## config.mk

```make
export PLATFORM = sky130hd
export DESIGN_NAME = md_unit_ctrl_flat
export DESIGN_NICKNAME = d
export VERILOG_FILES = /design/src/rtl/md_unit_ctrl_if.sv /design/src/rtl/md_unit_ctrl.sv /design/src/flat_wrapper.sv
export SDC_FILE = /design/constraint.sdc
export NUM_CORES = 2
export LEC_CHECK = 0
export BUFFER_PORTS_ARGS = -buffer_cell sky130_fd_sc_hd__buf_4
export CORE_MARGIN = 2
export CORE_UTILIZATION = 50
export CTS_BUF_LIST = sky130_fd_sc_hd__clkbuf_8
export DETAILED_ROUTE_END_ITERATION = 7
export PLACE_DENSITY = 0.77
export SETUP_SLACK_MARGIN = 0.3
export SLEW_MARGIN = 25
export SYNTH_ARGS = -nofsm -noshare
export SYNTH_HDL_FRONTEND = slang
export SYNTH_SLANG_ARGS = --single-unit
```

## constraint.sdc

```tcl
create_clock -name clk -period 26.6 [get_ports clk]
set_clock_uncertainty 0.2 [all_clocks]
set_input_delay 1.33 -clock clk [delete_from_list [all_inputs] [get_ports clk]]
set_output_delay 1.33 -clock clk [all_outputs]
set_load 0.03 [all_outputs]
```

## src/rtl/md_unit_ctrl_if.sv

```systemverilog
// EX-stage <-> multiply/divide unit connection: the instruction request, flush,
// and the stall / commit / HI-LO results returned to the pipeline.
interface md_unit_ctrl_if;
    logic        md_valid;
    logic [2:0]  md_op;
    logic [31:0] md_input1;
    logic [31:0] md_input2;
    logic        flush;
    logic        md_stall;
    logic        md_done;
    logic        div_by_zero;
    logic [31:0] hi_out;
    logic [31:0] lo_out;

    modport master (
        output md_valid, md_op, md_input1, md_input2, flush,
        input  md_stall, md_done, div_by_zero, hi_out, lo_out
    );

    modport slave (
        input  md_valid, md_op, md_input1, md_input2, flush,
        output md_stall, md_done, div_by_zero, hi_out, lo_out
    );
endinterface

```

## src/rtl/md_unit_ctrl.sv

```systemverilog
// MIPS HI/LO sequencer: fixed-latency multiply, 32-step restoring divide,
// MTHI/MTLO, pipeline stall and flush-safe architectural HI/LO ownership.
module md_unit_ctrl #(
    parameter int MUL_CYCLES = 2,
    parameter int CNT_WIDTH  = 5
) (
    input  logic          clk,
    input  logic          rst_n,
    md_unit_ctrl_if.slave md
);
    typedef enum logic [2:0] {S_IDLE, S_MUL, S_DIV, S_DIV_FIX, S_COMMIT} state_t;

    localparam logic [2:0] OP_MULT  = 3'd1;
    localparam logic [2:0] OP_MULTU = 3'd2;
    localparam logic [2:0] OP_DIV   = 3'd3;
    localparam logic [2:0] OP_DIVU  = 3'd4;
    localparam logic [2:0] OP_MTHI  = 3'd5;
    localparam logic [2:0] OP_MTLO  = 3'd6;

    state_t                 state_q, state_d;
    logic [CNT_WIDTH-1:0]   cnt_q, cnt_d;
    logic [63:0]            mul_a_q, mul_a_d, mul_b_q, mul_b_d, prod_q, prod_d;
    logic [31:0]            rem_q, rem_d, quo_q, quo_d, dvsr_q, dvsr_d;
    logic                   q_neg_q, q_neg_d, r_neg_q, r_neg_d;
    logic                   is_mul_q, is_mul_d, dbz_q, dbz_d;
    logic [31:0]            hi_q, hi_d, lo_q, lo_d;

    // Operands are pre-extended to 64 bits, so the low 64 bits of an unsigned
    // product are correct for both MULT and MULTU.
    logic [63:0] prod_full;
    logic [32:0] trial_sh, trial_diff;
    logic        in1_neg, in2_neg, is_signed;
    logic [31:0] in1_abs, in2_abs;

    assign prod_full  = mul_a_q * mul_b_q;
    assign trial_sh   = {rem_q, quo_q[31]};
    assign trial_diff = trial_sh - {1'b0, dvsr_q};

    assign is_signed = (md.md_op == OP_MULT) || (md.md_op == OP_DIV);
    assign in1_neg   = is_signed && md.md_input1[31];
    assign in2_neg   = is_signed && md.md_input2[31];
    assign in1_abs   = in1_neg ? (~md.md_input1 + 32'd1) : md.md_input1;
    assign in2_abs   = in2_neg ? (~md.md_input2 + 32'd1) : md.md_input2;

    always_comb begin
        state_d  = state_q;
        cnt_d    = cnt_q;
        mul_a_d  = mul_a_q;
        mul_b_d  = mul_b_q;
        prod_d   = prod_q;
        rem_d    = rem_q;
        quo_d    = quo_q;
        dvsr_d   = dvsr_q;
        q_neg_d  = q_neg_q;
        r_neg_d  = r_neg_q;
        is_mul_d = is_mul_q;
        dbz_d    = dbz_q;
        hi_d     = hi_q;
        lo_d     = lo_q;

        case (state_q)
            S_IDLE: begin
                if (md.md_valid) begin
                    case (md.md_op)
                        OP_MULT, OP_MULTU: begin
                            mul_a_d  = in1_neg ? {32'hFFFF_FFFF, md.md_input1} : {32'd0, md.md_input1};
                            mul_b_d  = in2_neg ? {32'hFFFF_FFFF, md.md_input2} : {32'd0, md.md_input2};
                            is_mul_d = 1'b1;
                            dbz_d    = 1'b0;
                            cnt_d    = CNT_WIDTH'(MUL_CYCLES - 1);
                            state_d  = S_MUL;
                        end
                        OP_DIV, OP_DIVU: begin
                            is_mul_d = 1'b0;
                            if (md.md_input2 == 32'd0) begin
                                rem_d   = md.md_input1;
                                quo_d   = 32'hFFFF_FFFF;
                                dbz_d   = 1'b1;
                                state_d = S_COMMIT;
                            end else begin
                                rem_d   = 32'd0;
                                quo_d   = in1_abs;
                                dvsr_d  = in2_abs;
                                q_neg_d = in1_neg ^ in2_neg;
                                r_neg_d = in1_neg;
                                dbz_d   = 1'b0;
                                cnt_d   = CNT_WIDTH'(31);
                                state_d = S_DIV;
                            end
                        end
                        OP_MTHI: hi_d = md.md_input1;
                        OP_MTLO: lo_d = md.md_input1;
                        default: ;
                    endcase
                end
            end
            S_MUL: begin
                prod_d = prod_full;
                if (cnt_q == '0) state_d = S_COMMIT;
                else             cnt_d   = cnt_q - CNT_WIDTH'(1);
            end
            S_DIV: begin
                // Restoring step: keep the subtraction only if it did not go negative.
                if (!trial_diff[32]) rem_d = trial_diff[31:0];
                else                 rem_d = trial_sh[31:0];
                quo_d = {quo_q[30:0], ~trial_diff[32]};
                if (cnt_q == '0) state_d = S_DIV_FIX;
                else             cnt_d   = cnt_q - CNT_WIDTH'(1);
            end
            S_DIV_FIX: begin
                if (q_neg_q) quo_d = ~quo_q + 32'd1;
                if (r_neg_q) rem_d = ~rem_q + 32'd1;
                state_d = S_COMMIT;
            end
            S_COMMIT: begin
                hi_d    = is_mul_q ? prod_q[63:32] : rem_q;
                lo_d    = is_mul_q ? prod_q[31:0]  : quo_q;
                state_d = S_IDLE;
            end
            default: state_d = S_IDLE;
        endcase

        if (md.flush) begin
            state_d = S_IDLE;
            hi_d    = hi_q;
            lo_d    = lo_q;
        end
    end

    always_ff @(posedge clk or negedge rst_n) begin
        if (!rst_n) begin
            state_q  <= S_IDLE;
            cnt_q    <= '0;
            mul_a_q  <= '0;
            mul_b_q  <= '0;
            prod_q   <= '0;
            rem_q    <= '0;
            quo_q    <= '0;
            dvsr_q   <= '0;
            q_neg_q  <= 1'b0;
            r_neg_q  <= 1'b0;
            is_mul_q <= 1'b0;
            dbz_q    <= 1'b0;
            hi_q     <= '0;
            lo_q     <= '0;
        end else begin
            state_q  <= state_d;
            cnt_q    <= cnt_d;
            mul_a_q  <= mul_a_d;
            mul_b_q  <= mul_b_d;
            prod_q   <= prod_d;
            rem_q    <= rem_d;
            quo_q    <= quo_d;
            dvsr_q   <= dvsr_d;
            q_neg_q  <= q_neg_d;
            r_neg_q  <= r_neg_d;
            is_mul_q <= is_mul_d;
            dbz_q    <= dbz_d;
            hi_q     <= hi_d;
            lo_q     <= lo_d;
        end
    end

    // Stall drops in COMMIT so the held instruction advances on the commit edge.
    assign md.md_stall = ((state_q == S_IDLE) && md.md_valid &&
                          (md.md_op == OP_MULT || md.md_op == OP_MULTU ||
                           md.md_op == OP_DIV  || md.md_op == OP_DIVU)) ||
                         (state_q == S_MUL) || (state_q == S_DIV) || (state_q == S_DIV_FIX);
    assign md.md_done     = (state_q == S_COMMIT) && !md.flush;
    assign md.div_by_zero = (state_q == S_COMMIT) && !md.flush && dbz_q;
    assign md.hi_out      = hi_q;
    assign md.lo_out      = lo_q;
endmodule

```

## src/flat_wrapper.sv

```systemverilog
// flat-port wrapper written by rule: the top's interface ports become plain ports
module md_unit_ctrl_flat 
#(
    parameter int MUL_CYCLES = 2,
    parameter int CNT_WIDTH  = 5
)
  (clk, rst_n, md_md_valid, md_md_op, md_md_input1, md_md_input2, md_flush, md_md_stall, md_md_done, md_div_by_zero, md_hi_out, md_lo_out);
  md_unit_ctrl_if md_i ();
  input  logic clk;
  input  logic rst_n;
  input wire logic [$bits(md_i.md_valid)-1:0] md_md_valid;
  input wire logic [$bits(md_i.md_op)-1:0] md_md_op;
  input wire logic [$bits(md_i.md_input1)-1:0] md_md_input1;
  input wire logic [$bits(md_i.md_input2)-1:0] md_md_input2;
  input wire logic [$bits(md_i.flush)-1:0] md_flush;
  output wire logic [$bits(md_i.md_stall)-1:0] md_md_stall;
  output wire logic [$bits(md_i.md_done)-1:0] md_md_done;
  output wire logic [$bits(md_i.div_by_zero)-1:0] md_div_by_zero;
  output wire logic [$bits(md_i.hi_out)-1:0] md_hi_out;
  output wire logic [$bits(md_i.lo_out)-1:0] md_lo_out;
  assign md_i.md_valid = md_md_valid;
  assign md_i.md_op = md_md_op;
  assign md_i.md_input1 = md_md_input1;
  assign md_i.md_input2 = md_md_input2;
  assign md_i.flush = md_flush;
  assign md_md_stall = md_i.md_stall;
  assign md_md_done = md_i.md_done;
  assign md_div_by_zero = md_i.div_by_zero;
  assign md_hi_out = md_i.hi_out;
  assign md_lo_out = md_i.lo_out;
  md_unit_ctrl #(.MUL_CYCLES(MUL_CYCLES), .CNT_WIDTH(CNT_WIDTH)) u_core (.clk(clk), .rst_n(rst_n), .md(md_i));
endmodule
```

==> key figures <==
Outcome
  – Status: complete, no violations

Detailed routing
  – Final routed DRC violation total: 0
  – Drt first-iter violations: about 4,600
  – Avg WL per Cell: approximately 23 µm
  – Pre-antenna DRT Iters: 6
  – Vias per inst: 5.67
  – Post-route ant nets: 0
  – Total wire length: between 200,000 and 250,000 µm
  – Vias: 49,800

Clocking
  – Clk buf depth: 3
  – Root buffer cell: clkbuf_8
  – Cts hold-fix bufs: 0
  – Worst skew pair latency: 0.70 ns
  – Setup Buffers After CTS: 0
  – Post-cts gate resize count: 0
  – CTS tree: built
  – CTS clock-pin slew for the worst setup and hold paths: ~0.07 ns
  – Clock sinks: just over 300
  – Htree depth: 2
  – Cts bufs inserted: between 50 and 60

Placed design
  – Setup WS pre-CTS: ~16 ns
  – Post-DP HPWL: roughly 160,000 µm
  – Port Buffers: 137
  – Gpl congestion: ~1.0

Synthesis
  – Dominant synthesized flop cell: dfrtp_1
  – Top cells by area, synth: fa_1, dfrtp_1, inv_1
  – Yosys warnings: 0
  – Syn Area/Cell: roughly 9.3 µm²
  – Seq/Total Area, Yosys: 11.5%
  – Cell Area, Synth: roughly 66,000 µm²
  – Top cell type's share of synthesized area: between 40% and 50%
  – Synth Register Bits: 302
  – Net Count, Synth: about 8,900
  – Cell variety after synth: between 70 and 80
  – EDFF count, synth: 0
  – Synth area leader: fa_1
  – Synth Instances: around 7,100
  – FFs w/ async S/R, synth: 100%

Floorplanning
  – Core area: between 100,000 and 150,000 µm²
  – Site Rows: 133
  – Ports: between 100 and 150
  – Initial Util: roughly half
  – Die Ht: ~370 µm
  – Die W: roughly 370 µm
  – Die Footprint: 134,000 µm²

STA
  – Tightest Pin Transition: around 1.1 ns
  – RSZ-0062 raised after global routing: no
  – Final setup viols: 0
  – Final setup margin: 16.72 ns
  – Slew Limit Fails: 0
  – Setup TNS: 0 ns
  – Fmax: 101 MHz
  – Slew HR: roughly a quarter
  – Min Tclk post-route: 9.88 ns
  – Period utilization: 37.1%
  – Final Hold Viols: 0

Critical path
  – Critical Path AT: 10.24 ns
  – Crit Path Max Fanout: 22
  – Setup crit end kind: register
  – Crit Path Class: register to register
  – Worst EP required: ~27 ns
  – Worst setup SP type: register

Global routing
  – Busiest grt layer: met2
  – Number of antenna violations at the first check in global routing: 10
  – GRT Total Usage: around 31%
  – Met1 Use GR: around two fifths
  – Largest net degree at the start of global routing: between 100 and 150
  – GRT overflow: 0
  – Met2 Use GR: between 40% and 50%
  – Grt met3 use: roughly 6.6%
  – Vias in the first global route: 53,200
  – First-pass GRT wire length: between 300,000 and 400,000 µm

Cells and area
  – Layout cells sized above 1: around 6.1%
  – Area Growth Syn to Fin: 5.88%
  – Final nets: a little under 9,000

Flow run
  – Max-cap violations: 0

Min path
  – HP Class: register to register
==> synth_stat cells (all sizes together) (10+ instances only) <==
library cell and count:
nor4 20, o21a 26, o22ai 15, buf 23
a21o 113, dfrtp 302, and2 588, or4 23
mux2i 83, nor3 55, xor2 67, a221oi 27
o21bai 27, nand2 752, o221ai 20, xnor2 128
o311ai 10, mux2 70, clkbuf 339, a31oi 22
o31ai 24, nor2 199, o21ai 170, nand3 51
ha 337, nor2b 16, or3 26, a21oi 208
o211ai 28, nand4 13, nand2b 18, fa 1436
a211oi 78, or2 10, inv 1612, and3 19
==> worst paths after layout <==
path | from | end | slack, ns | cells past startpoint
setup / recovery | u_core.mul_b_q[8] | u_core.prod_q[61] | 16.72 | 25
max in group asynchronous | rst_n | u_core.prod_q[32] | 24.32 | 3
min in group asynchronous | rst_n | u_core.cnt_q[2] | 0.33 | 1
setup reg to reg | u_core.mul_b_q[8] | u_core.prod_q[61] | 16.72 | 25
hold / removal | u_core.md.lo_out[16] | u_core.md.lo_out[16] | 0.27 | 1
hold reg to reg | u_core.md.lo_out[16] | u_core.md.lo_out[16] | 0.27 | 1
==> stage by stage <==
stage	instances	hold WS [ns]	cell area, µm²	util (%)
3_5_place_dp	8673	0.268	68400	52.2
6_report	8778	0.275	69600	53.1
3_3_place_gp	8672	0.260	68300	52.2
4_1_cts	8768	0.281	69500	53.1
2_1_floorplan	7051	0.238	65700	-
5_1_grt	8772	0.296	69600	53.1
==> worst max-delay path, stage by stage (launching register included) <==
cell and delay, ns:
dfrtp_1 0.72, buf_8 0.26, and2_1 0.20, inv_1 0.07, fa_1 0.51, inv_1 0.07
fa_1 0.48, fa_1 0.93, fa_1 0.56, fa_1 0.50, fa_1 0.61, fa_1 0.46
fa_1 0.50, fa_1 0.49, inv_1 0.05, fa_1 0.49, inv_1 0.04, ha_1 0.36
a21o_1 0.20, a21oi_1 0.24, nor2b_1 0.17, o21ai_0 0.12, o31ai_1 0.77, o21ai_0 0.27
o21a_1 0.23, o31ai_1 0.20
==> layout make-up <==
| type | count | area (µm²) |
|---|---|---|
| Inverter | 1612 | 6050 |
| Fill cell | 11500 | 61400 |
| Clock inverter | 25 | 179 |
| Clock buffer | 70 | 963 |
| Timing Repair Buffer | 231 | 1790 |
| Antenna cell | 8 | 20.0 |
| Multi-Input combinational cell | 4775 | 50800 |
| Sequential cell | 302 | 7560 |
| Tap cell | 1755 | 2200 |
==> registers in the layout, indices dropped and copies added (netlist names), 3 cells and up <==
signal	cells
u_core.cnt_q	5
u_core.dvsr_q	32
u_core.md.hi_out	32
u_core.md.lo_out	32
u_core.mul_a_q	33
u_core.mul_b_q	33
u_core.prod_q	64
u_core.quo_q	32
u_core.rem_q	32
u_core.state_q	3
==> routing by layer <==
metal | part of all wire, % | vias to the layer above | routed length, µm
met2 | 45 | 2590 | 91600
met3 | 10 | 541 | 20900
met5 | 0.055 | - | 113
met4 | 4.9 | 14 | 10000
li1 | - | 21200 | -
met1 | 40 | 25400 | 82300
==> cells in the final DEF (no fill, tap or decap), types with 28 or more instances in the layout <==
cell type,Yosys,routed
a211oi_1,78,78
a21o_1,113,112
a21oi_1,208,208
and2_1,587,586
buf_4,0,227
clkbuf_8,0,70
dfrtp_1,302,298
fa_1,1436,1436
ha_1,337,337
inv_1,1612,1628
mux2_2,70,70
mux2i_1,83,83
nand2_1,752,749
nand3_1,50,50
nor2_1,199,196
nor3_1,55,54
o211ai_1,28,28
o21ai_0,165,165
xnor2_1,128,127
xor2_1,67,67
==> cell families after synthesis <==
kind of cell | count (synthesis) | share of synthesized area (%)
multiplexers | 153 | 2.46
AND/OR/NAND/NOR | 1816 | 13.6
adder cells (fa/ha/maj) | 1773 | 50.2
XOR/XNOR | 195 | 2.60
buffers and inverters | 1974 | 11.3
flip-flops | 302 | 11.5
AO/OA/AOI/OAI | 838 | 8.35
Power is left out: the tool's default activity adds up to more than one toggle a clock period on the data nets, which glitch-free logic cannot reach.
